$ cat config.mk
export PLATFORM = sky130hd
export DESIGN_NAME = stream_burst_writer
export DESIGN_NICKNAME = d
export VERILOG_FILES = /design/src/rtl/stream_burst_writer.sv
export SDC_FILE = /design/constraint.sdc
export NUM_CORES = 1
export LEC_CHECK = 0
export ABC_AREA = 1
export CAP_MARGIN = 20
export CORE_MARGIN = 2
export CORE_UTILIZATION = 31
export CTS_CLUSTER_SIZE = 16
export DETAILED_ROUTE_END_ITERATION = 6
export DONT_BUFFER_PORTS = 1
export GPL_TIMING_DRIVEN = 0
export PLACE_DENSITY = 0.5
export REMOVE_ABC_BUFFERS = 1
export SETUP_SLACK_MARGIN = 0.1
export SYNTH_ARGS = -nofsm -noshare
export SYNTH_HDL_FRONTEND = slang
export SYNTH_SLANG_ARGS = --single-unit
$ cat constraint.sdc
create_clock -name clk -period 3.3 [get_ports clk]
set_input_delay 0.33 -clock clk [delete_from_list [all_inputs] [get_ports clk]]
set_output_delay 0.33 -clock clk [all_outputs]
set_load 0.1 [all_outputs]
$ cat src/rtl/stream_burst_writer.sv
// stream_burst_writer
//   Collects words into a small burst buffer, then on a start request
//   streams the whole burst into a downstream fifo with valid/ready
//   handshaking, one word per cycle when the fifo keeps up.
//
// Ports
//   clk               single clock, all state changes on its rising edge
//   rst               asynchronous active-low reset
//   load_valid/data   word offered to the burst buffer
//   load_ready        buffer can take a word (idle and not full)
//   start             one-cycle request to send the buffered burst
//   fifo_in_data      registered word to the downstream fifo
//   fifo_write_valid  registered valid to the downstream fifo
//   fifo_write_ready  downstream fifo can accept this cycle
//   busy              high while a burst is sending or completing
//   done              one-cycle pulse when a burst completes
//   words_sent        words accepted by the fifo since reset (wraps)

module stream_burst_writer #(
    parameter int WIDTH = 16,
    parameter int DEPTH = 8
) (
    input  logic             clk,
    input  logic             rst,
    input  logic             load_valid,
    input  logic [WIDTH-1:0] load_data,
    output logic             load_ready,
    input  logic             start,
    output logic [WIDTH-1:0] fifo_in_data,
    output logic             fifo_write_valid,
    input  logic             fifo_write_ready,
    output logic             busy,
    output logic             done,
    output logic [15:0]      words_sent
);

    // Buffer address width, plus one extra bit so count can reach DEPTH.
    localparam int AW = (DEPTH > 1) ? $clog2(DEPTH) : 1;
    localparam int CW = AW + 1;
    localparam logic [CW-1:0] DEPTH_C = CW'(DEPTH);

    typedef enum logic [1:0] {
        IDLE = 2'd0,
        SEND = 2'd1,
        DONE = 2'd2
    } state_t;

    state_t          state;
    logic [CW-1:0]   count;
    logic [CW-1:0]   idx;
    logic [CW-1:0]   len;
    logic [WIDTH-1:0] buf_mem [DEPTH];

    logic            load_fire;
    logic [CW-1:0]   burst_len;
    logic [CW-1:0]   idx_nxt;
    logic            xfer;
    logic            last_xfer;

    assign load_ready = (state == IDLE) && (count < DEPTH_C);
    assign load_fire  = load_valid && load_ready;

    // A word accepted in the same cycle as start joins this burst.
    assign burst_len  = count + CW'(load_fire);

    assign idx_nxt    = idx + CW'(1);
    assign xfer       = fifo_write_valid && fifo_write_ready;
    assign last_xfer  = (idx == len - CW'(1));

    // Buffer storage carries no reset: entries are only read after being
    // written in the current fill, so stale contents never reach the fifo.
    always_ff @(posedge clk) begin
        if (load_fire)
            buf_mem[count[AW-1:0]] <= load_data;
    end

    always_ff @(posedge clk or negedge rst) begin
        if (!rst) begin
            state            <= IDLE;
            count            <= '0;
            idx              <= '0;
            len              <= '0;
            words_sent       <= '0;
            fifo_write_valid <= 1'b0;
            fifo_in_data     <= '0;
            done             <= 1'b0;
            busy             <= 1'b0;
        end else begin
            case (state)
                IDLE: begin
                    if (load_fire)
                        count <= count + CW'(1);
                    if (start) begin
                        busy <= 1'b1;
                        idx  <= '0;
                        len  <= burst_len;
                        if (burst_len != '0) begin
                            state            <= SEND;
                            fifo_write_valid <= 1'b1;
                            // Word 0 is still on load_data when the buffer
                            // was empty and this cycle's load starts the burst.
                            fifo_in_data     <= (count == '0) ? load_data : buf_mem[0];
                        end else begin
                            // Nothing to send: complete without a fifo write.
                            state <= DONE;
                            done  <= 1'b1;
                        end
                    end
                end

                SEND: begin
                    // Valid stays high until the last word is accepted, so
                    // backpressure only stalls, never withdraws, a word.
                    if (xfer) begin
                        words_sent <= words_sent + 16'd1;
                        idx        <= idx_nxt;
                        if (last_xfer) begin
                            fifo_write_valid <= 1'b0;
                            state            <= DONE;
                            done             <= 1'b1;
                        end else begin
                            fifo_in_data <= buf_mem[idx_nxt[AW-1:0]];
                        end
                    end
                end

                DONE: begin
                    done  <= 1'b0;
                    busy  <= 1'b0;
                    count <= '0;
                    state <= IDLE;
                end

                default: state <= IDLE;
            endcase
        end
    end

endmodule
# Yosys cells after proc, flatten, opt, wreduce, memory -nomap -nowiden
# Memory sizes are Yosys's and may differ from the RTL's.
# Cells that the tools add are included.
# totals
ff_bits	49
mem_bits_rw	128
output_inout_bits	36
memories	1
# memory_table
name	depth	width	rd	rd_ports_with_merged_regs	wr	line	rtl
buf_mem	8	16	2	0	1	52	logic [WIDTH-1:0] buf_mem [DEPTH];
# op_classes
n_addsub	5
magnitude_cmp	1
n_eq_ne	10
n_mux	30
n_reduce_logical	18
# op_table
operator	n
two-way mux 16 bit	5
case mux 16 bit (2 select lines)	1
adder 16 x 1 -> 16 bit, second input constant	1
case mux 4 bit (2 select lines)	2
AND reduction 5 bit	3
two-way mux 4 bit	3
inequality test 2 bit, second input constant	6
two-way mux 1 bit	11
adder 4 x 1 -> 4 bit, second input constant	2
two-way mux 2 bit	4
AND reduction 2 bit	4
AND reduction 3 bit	2
adder 4 x 1 -> 4 bit	1
== test 4 bit	1
logical NOT 4 bit	1
less-than comparator 4 bit, second input constant	1
case mux 1 bit (2 select lines)	2
case mux 2 bit (2 select lines)	1
nonzero test 2 bit	2
nonzero test 4 bit	1
subtractor 4 x 1 -> 4 bit, second input constant	1
logical AND 1 bit	3
case mux 1 bit (3 select lines)	1
nonzero test 3 bit	1
other kinds (4)	4

# Longest topological paths before layout
# Gate-level depths: netlist of run 1.
# logic_depth
depth_word	8
ltp_mapped	19
mapped_depth_nobuf	18

# Worst setup path before layout of run 1
# Ideal clock, no wire load.
# synth_path
path_kind	register to register
startpoint	register state[0]
endpoint	memory buf_mem[1][0] (enable)
setup_time_ns	0.409
arrival_ns	3.577
path_slack_ns	-0.686
path_stages_with_launch	8
synth_period_minus_slack_ns	3.986
cell_sequence	dfrtp_1 > nor2_1 > inv_1 > nor2_1 > nand2_1 > inv_1 > nand2_1 > nor3_1
# synth_via
elab_chain_len	5
# synth_lines
item	line	rtl
start, declared	48	state_t state;
start signal, assigned	79	state <= IDLE;
start signal, assigned	98	state <= SEND;
start signal, assigned	105	state <= DONE;
logical NOT 2 bit	60	assign load_ready = (state == IDLE) && (count < DEPTH_C);
logical AND 1 bit	60	
named net load_ready	27	output logic load_ready,
logical AND 1 bit	61	assign load_fire = load_valid && load_ready;
two-way mux 1 bit	73	if (load_fire)
two-way mux 1 bit (implied by the code)	74	buf_mem[count[AW-1:0]] <= load_data;
end, declared	52	
# The timed path passes the listed nets, and every way through them passes these cells.

# Worst setup path after layout of run 1
# layout_path
startpoint	register idx[0]
endpoint	register fifo_in_data[12]
# layout_via
elab_chain_len	5
elab_cells_between_ends	8
# layout_lines
item	line	rtl
start, declared	50	logic [CW-1:0] idx;
start signal, assigned	116	idx <= idx_nxt;
adder 4 x 1 -> 4 bit	66	assign idx_nxt = idx + CW'(1);
memory (8 x 16 bit)	-	
two-way mux 16 bit	117	if (last_xfer) begin
two-way mux 16 bit	114	if (xfer) begin
case mux 16 bit (2 select lines)	89	case (state)
end signal, assigned	102	fifo_in_data <= (count == '0) ? load_data : buf_mem[0];
end signal, assigned	122	fifo_in_data <= buf_mem[idx_nxt[AW-1:0]];
end, declared	29	output logic [WIDTH-1:0] fifo_in_data,
# Several ways; a longest one is shown, not always the timed one. The select of a mux whose other input is x is not followed.
# A chain may end at the register's enable or synchronous reset.

==> impl_metrics.ini, run 1 <==
[critical_path]
endpoint_kind = flip-flop
critical_path_class = flip-flop to flip-flop
cp_max_fo = 44
arrival_ps = 3320
cp_data_required_time_ps = 3670
path_cells = ha_2, buf_16, inv_1, o21ai_0, o22ai_1, nand2_1, nand3_1, nand2_1, nand2_1
cp.buffers_inverters = 2
cpMaxStageDelayCell = dfrtp_4
critical_path.top_delay_family = buffers and inverters
cpMostUsedCell = nand2_1
start_kind = flip-flop
max_stage_delay_ps = 770

[pwr]
p_per_area_nw_per_um2 = 499.4
p_leak_nw = 3.444
total_power_mw = 4.492
p_comb_frac = 0.012
clkPwrFrac = 0.457
pwr-share-seq = 0.531
p_int_mw = 3.506
swShare = 0.2194
p_sw_mw = 0.9856
ir_drop_v = 0.0002362

[cts]
cts_buffers = 17
cts.path.max_buffers = 2
htreeDepth = 4
cts_root_buf = clkbuf_16
clock-sinks = 177
clk_latency_ps = 440
cts_tree = built
clkTransAtPathRegs_ps = 70

[route]
num_vias = 5041
routed_wl_mm = 18.61
drcViolationCount = 0
first_iter_violations = 424
wl_met3_um = 766
ant_nets = 0
wl_met2_mm = 8.979
drtPass1Iterations = 4
highest_layer = met4
vias_per_cell = 4.720
wl_per_cell_um = 17.42
drt-met1-wl_mm = 8.656

[die]
fp.coreArea_um2 = 24250
initial_core_util = 0.3152
rows = 57
die-area_um2 = 25920
die_w_um = 161.0
ios = 57
fp.dieH_um = 161.0

[flow_run]
drv_cap = 0

[synth]
yosysWarnings = 0
syn_area_per_cell_um2 = 10.76
synthCells = 710
ys_ff_latch = 177
synth-seq-area-share = 0.6634
synth_cell_type_count = 34
netlist_area_um2 = 7642

[grt]
antenna_found_initial = 0
track_usage = 0.1487
grt_overflow_total = 0
grt_start_max_net_pins = 50
grt_pass1_vias = 4945
grt_first_pass_wirelength_mm = 28.80

[final_layout]
drive_gt1_frac = 0.1116
fillers = 2430
syn_to_final_growth_pct = 17.68
final_util = 0.3709
fin_nets = 759
n_antenna_cell = 0

[sta]
fin_skew_ps = 8.992
rsz0062_at_grt = no
worst_pin_slew_ps = 1033
fmax_mhz = 338.4
post-route-period-util = 0.8954
final_hold_viol_count = 0
slew_viol_final = 0
maxSlewHeadroom = 0.3116
period_needed_ps = 2955
setup_violations = 0

[min_path]
worstHoldPathType = primary input to flip-flop

[placement]
io_buffers = 0
dp_hpwl_mm = 10.93
place_congestion = 0.7331

[run_status]
status = finished clean
==> area by class of cell <==
type / instances / area (µm²) / share of cell area
clock buffer: 18 / 439.2 / 0.04883
clock inverter: 14 / 158.9 / 0.01767
inverter: 53 / 203.9 / 0.02268
multi-input combinational: 449 / 2247 / 0.2499
sequential: 177 / 5075 / 0.5643
tap: 324 / 405.4 / 0.04508
timing repair buffer: 33 / 464.2 / 0.05161
==> layout by cell type (no fill, tap or decap), types with 4 or more instances in the layout <==
cell type and count:
nand2_1 140, a21oi_1 38, buf_16 6, inv_8 5
o21ai_0 103, xor2_1 8, dfrtp_1 47, o21ai_1 6
inv_6 5, buf_6 4, inv_2 6, buf_8 4
o22ai_1 17, dlygate4sd3_1 17, inv_1 44, xnor2_1 8
nand3_1 29, nor2_2 12, clkbuf_16 17, edfxtp_1 128
nor2_1 59, ha_1 6
==> sequential cells by signal, indices dropped and copies added, names as in the netlist <==
signal and flops:
fifo_in_data 16, buf_mem 128, len 4, done 1, state 2, busy 1, fifo_write_valid 1, words_sent 16
count 4, idx 4
==> per-layer routing <==
layer	vias up	global-route usage
li1	2491	-
met1	2443	0.1982
met2	92	0.2439
met3	15	0.03852
met4	0	0.03612
met5	-	0
==> path summary, 6_finish.rpt <==
path                                    end     startpoint  slack [ps]  depth (start not counted)
min in group asynchronous   fifo_in_data[8]            rst         440                          2
setup / recovery           fifo_in_data[12]         idx[0]         350                          9
max in group asynchronous            idx[0]            rst        2590                          2
setup reg to reg           fifo_in_data[12]         idx[0]         350                          9
hold reg to reg                      len[3]         len[3]         520                          2
hold / removal             fifo_in_data[15]  load_data[15]         160                          4
==> cells in the mapped netlist (all sizes together) <==
cell	instances	share of area
xnor2	8	0.0092
o21ai	109	0.071
nand3b	3	0.0029
and2	1	0.00082
dfrtp	49	0.16
ha	7	0.011
nor2	73	0.040
edfxtp	128	0.50
buf	17	0.015
nand3	30	0.020
a21oi	38	0.025
o22ai	17	0.014
nor3b	1	0.00098
nand4	4	0.0041
a31o	1	0.0011
nor3	4	0.0033
nand2	145	0.075
clkbuf	14	0.0069
clkinv	1	0.00049
inv	52	0.026
xor2	8	0.0092
==> kinds of logic (layout without fill, tap and decap cells) <==
| group | after synthesis | after routing | share of synthesized area |
|---|---|---|---|
| simple gates | 261 | 261 | 0.1469 |
| flops | 177 | 177 | 0.6634 |
| compound gates | 165 | 165 | 0.1113 |
| buf+inv | 84 | 118 | 0.04862 |
| xor+xnor | 16 | 16 | 0.01834 |
| fa+ha+maj | 7 | 7 | 0.01146 |
==> power by group through the flow <==
stage	Clock, mW	Combinational [mW]	Sequential (mW)
after floorplan	0	0.0000109	2.43
after global placement	0	0.0000112	2.43
after detailed placement	0	0.0000113	2.43
after CTS	2.09	0.0540	2.39
after global routing	2.19	0.0584	2.38
final	2.05	0.0524	2.39
==> through the flow <==
stage	cells	setup WS [ps]	instance area (µm²)	setup TNS (ps)	hold slack, ps
finish	1068	345.2	8994	0	162.2
global route	1068	131.7	8994	0	175.1
CTS	1068	172.9	8987	0	149.2
detailed placement	1017	73.83	8163	0	36.19
global placement	1003	-2295	7880	-233240	36.34
floorplan	679	-686.4	7475	-49240	34.41
==> repair_timing <==
item / 4_1_cts / 5_1_grt
setup buffers: 1 / 0
resized for setup: 1 / 4
hold buffers: 18 / 0
hold endpoints to repair: 177 / 0
setup endpoints to repair: 16 / 24
pin swaps: 0 / 0
==> worst reg2reg max path, cell delays in order (launching register included) <==
cell     delay, ps
dfrtp_4        770
ha_2           570
buf_16         250
inv_1          560
o21ai_0        220
o22ai_1        160
nand2_1         80
nand3_1        150
nand2_1         80
nand2_1         60
(Power assumes the default switching activity.)
==> inputs of run 2 (changes only) <==
--- a/config.mk
+++ b/config.mk
@@ -12,7 +12,6 @@
 export CTS_CLUSTER_SIZE = 16
 export DETAILED_ROUTE_END_ITERATION = 6
 export DONT_BUFFER_PORTS = 1
-export GPL_TIMING_DRIVEN = 0
 export PLACE_DENSITY = 0.5
 export REMOVE_ABC_BUFFERS = 1
 export SETUP_SLACK_MARGIN = 0.1
==> constraint.sdc (replaced) <==
create_clock -name clk -period 3.3 [get_ports clk]
set_input_delay 0.825 -clock clk [delete_from_list [all_inputs] [get_ports clk]]
set_output_delay 0.825 -clock clk [all_outputs]
set_load 0.1 [all_outputs]
==> run 2 against run 1 <==
  * Wire length down 4.7%
  * Via count decreased by 0.65%
  * Largest cell class unchanged
  * Clock skew hardly changed
  * Hold slack got worse by 74 ps
  * Worst setup slack better by 240 ps
  * Maximum frequency rose by 8.9%
  * Clock-buffer cell count unchanged
  * Non-clock buffer count decreased by 4
  * Sequential share of layout area up 1.7 points
  * Die area unchanged
  * Final area down 3.0%
  * Register-to-register slack improved by 240 ps
==> impl_metrics.ini, run 2 (synthesis gave the netlist of run 1 again) <==
[die]
fp.coreArea_um2 = 24250
ios = 57
rows = 57
fp.dieH_um = 161.0
die_w_um = 161.0
die-area_um2 = 25920
initial_core_util = 0.3152

[cts]
cts_root_buf = clkbuf_16
post-cts-setup-buffers = 0
cts.path.max_buffers = 2
cts_buffers = 17
clock-sinks = 177
cts_hold_buf = 0
ctsResizeCount = 0
clkTransAtPathRegs_ps = 70
cts_tree = built
htreeDepth = 4
clk_latency_ps = 430

[critical_path]
start_kind = flip-flop
endpoint_kind = flip-flop
reg2reg_to = fifo_in_data[9]
max_stage_delay_ps = 450
cpMostUsedCell = nand2_1
path_cells = nor2_1, inv_1, nor2_2, nand2_1, inv_1, ha_1, ha_1, inv_1, nand2_1, nor2_1, nand3b_1, nand2_1, inv_2, nand2_4, inv_4, nand2_1, nand2_1
timing.rr.start = state[0]
cpMaxStageDelayCell = dfrtp_1
critical_path_class = flip-flop to flip-flop
arrival_ps = 3030
cp_max_fo = 17
r2r_slack_ps = 590
r2r_cells = 17
cp_data_required_time_ps = 3610

[sta]
setup_violations = 0
whs_ps = 87.97
period_needed_ps = 2714
rsz0062_at_grt = no
final_hold_viol_count = 0
fmax_mhz = 368.5
slew_viol_final = 0
post-route-period-util = 0.8223
worst_pin_slew_ps = 1005
maxSlewHeadroom = 0.3302
finalSetupTns_ps = 0
finalWorstSetupSlack_ps = 586.5
fin_skew_ps = 9.286

[placement]
place_congestion = 0.7832
dp_hpwl_mm = 10.78
pre_cts_ws_ps = 597.7
io_buffers = 0

[final_layout]
drive_gt1_frac = 0.1176
fin_nets = 755
final_cell_mix = 140 x nand2_1, 128 x edfxtp_1, 103 x o21ai_0
syn_to_final_growth_pct = 14.15
layout_commonest_cell = nand2_1
largest_register_ffs = 128
fillers = 2433
n_antenna_cell = 0
final_util = 0.3598

[route]
first_iter_violations = 357
num_vias = 5008
vias_per_cell = 4.707
drtPass1Iterations = 5
ant_nets = 0
routed_wl_mm = 17.74
drcViolationCount = 0
wl_per_cell_um = 16.67

[pwr]
p_per_area_nw_per_um2 = 509.5
total_power_mw = 4.444
p_leak_nw = 3.390
ir_drop_v = 0.0002903

[flow_run]
drv_cap = 0

[grt]
grt_pass1_vias = 4666
track_usage = 0.1416
grt_start_max_net_pins = 86
grt_overflow_total = 0
antenna_found_initial = 0
grt_first_pass_wirelength_mm = 27.71

[run_status]
status = finished clean

[min_path]
worstHoldPathType = primary input to asynchronous set/reset pin
==> run 2: cell types whose count changed in the layout (fill, tap and decap cells not counted), sizes merged <==
cell / change
inv: -3
buf: +13
bufinv: +1
clkinv: +1
dlygate4sd3: -17
clkinvlp: +1
==> run 2: worst max path at each step <==
stage,slack (ps),depth (start not counted),end,from
final,590,17,fifo_in_data[9],state[0]
after global placement,710,14,fifo_in_data[3],load_valid
after detailed placement,600,17,fifo_in_data[2],state[0]
after CTS,570,17,fifo_in_data[9],state[0]
after floorplan,-690,7,buf_mem[1][0],state[0]
after global routing,290,17,fifo_in_data[11],state[0]
==> run 2: layer usage <==
| metal | vias to the layer above | part of all wire | global-route usage |
|---|---|---|---|
| li1 | 2482 | - | - |
| met1 | 2401 | 0.45 | 0.1836 |
| met2 | 111 | 0.47 | 0.2249 |
| met3 | 14 | 0.068 | 0.05059 |
| met4 | 0 | 0.012 | 0.04018 |
| met5 | - | 0 | 0 |
==> run 2: worst max-delay path, delay by kind of cell, from the launching register on <==
kind          cells  cell delay [ps]
buf+inv           5              500
flops             1              450
fa+ha+maj         2              450
simple gates     10             1190
==> run 2: through the flow <==
stage / area [µm²] / instances
global route: 8723 / 1064
finish: 8723 / 1064
CTS: 8723 / 1064
detailed placement: 8124 / 1032
floorplan: 7475 / 679
global placement: 8124 / 1032
==> run 2: area by class of cell <==
class	instances	area (µm²)	area share
Sequential cell	177	5071	0.5813
Multi-Input combinational cell	449	2226	0.2552
Clock buffer	18	429.2	0.04920
Tap cell	324	405.4	0.04647
Timing Repair Buffer	29	217.7	0.02496
Inverter	53	203.9	0.02338
Clock inverter	14	170.2	0.01951
==> run 2: report_power, final <==
| group | total (mW) | switching, mW | internal, mW | leakage (nW) |
|---|---|---|---|---|
| clock | 2.06 | 0.914 | 1.14 | 0.287 |
| combinational | 0.0000114 | 0 | 0.0000101 | 1.31 |
| sequential | 2.39 | 0 | 2.39 | 1.79 |
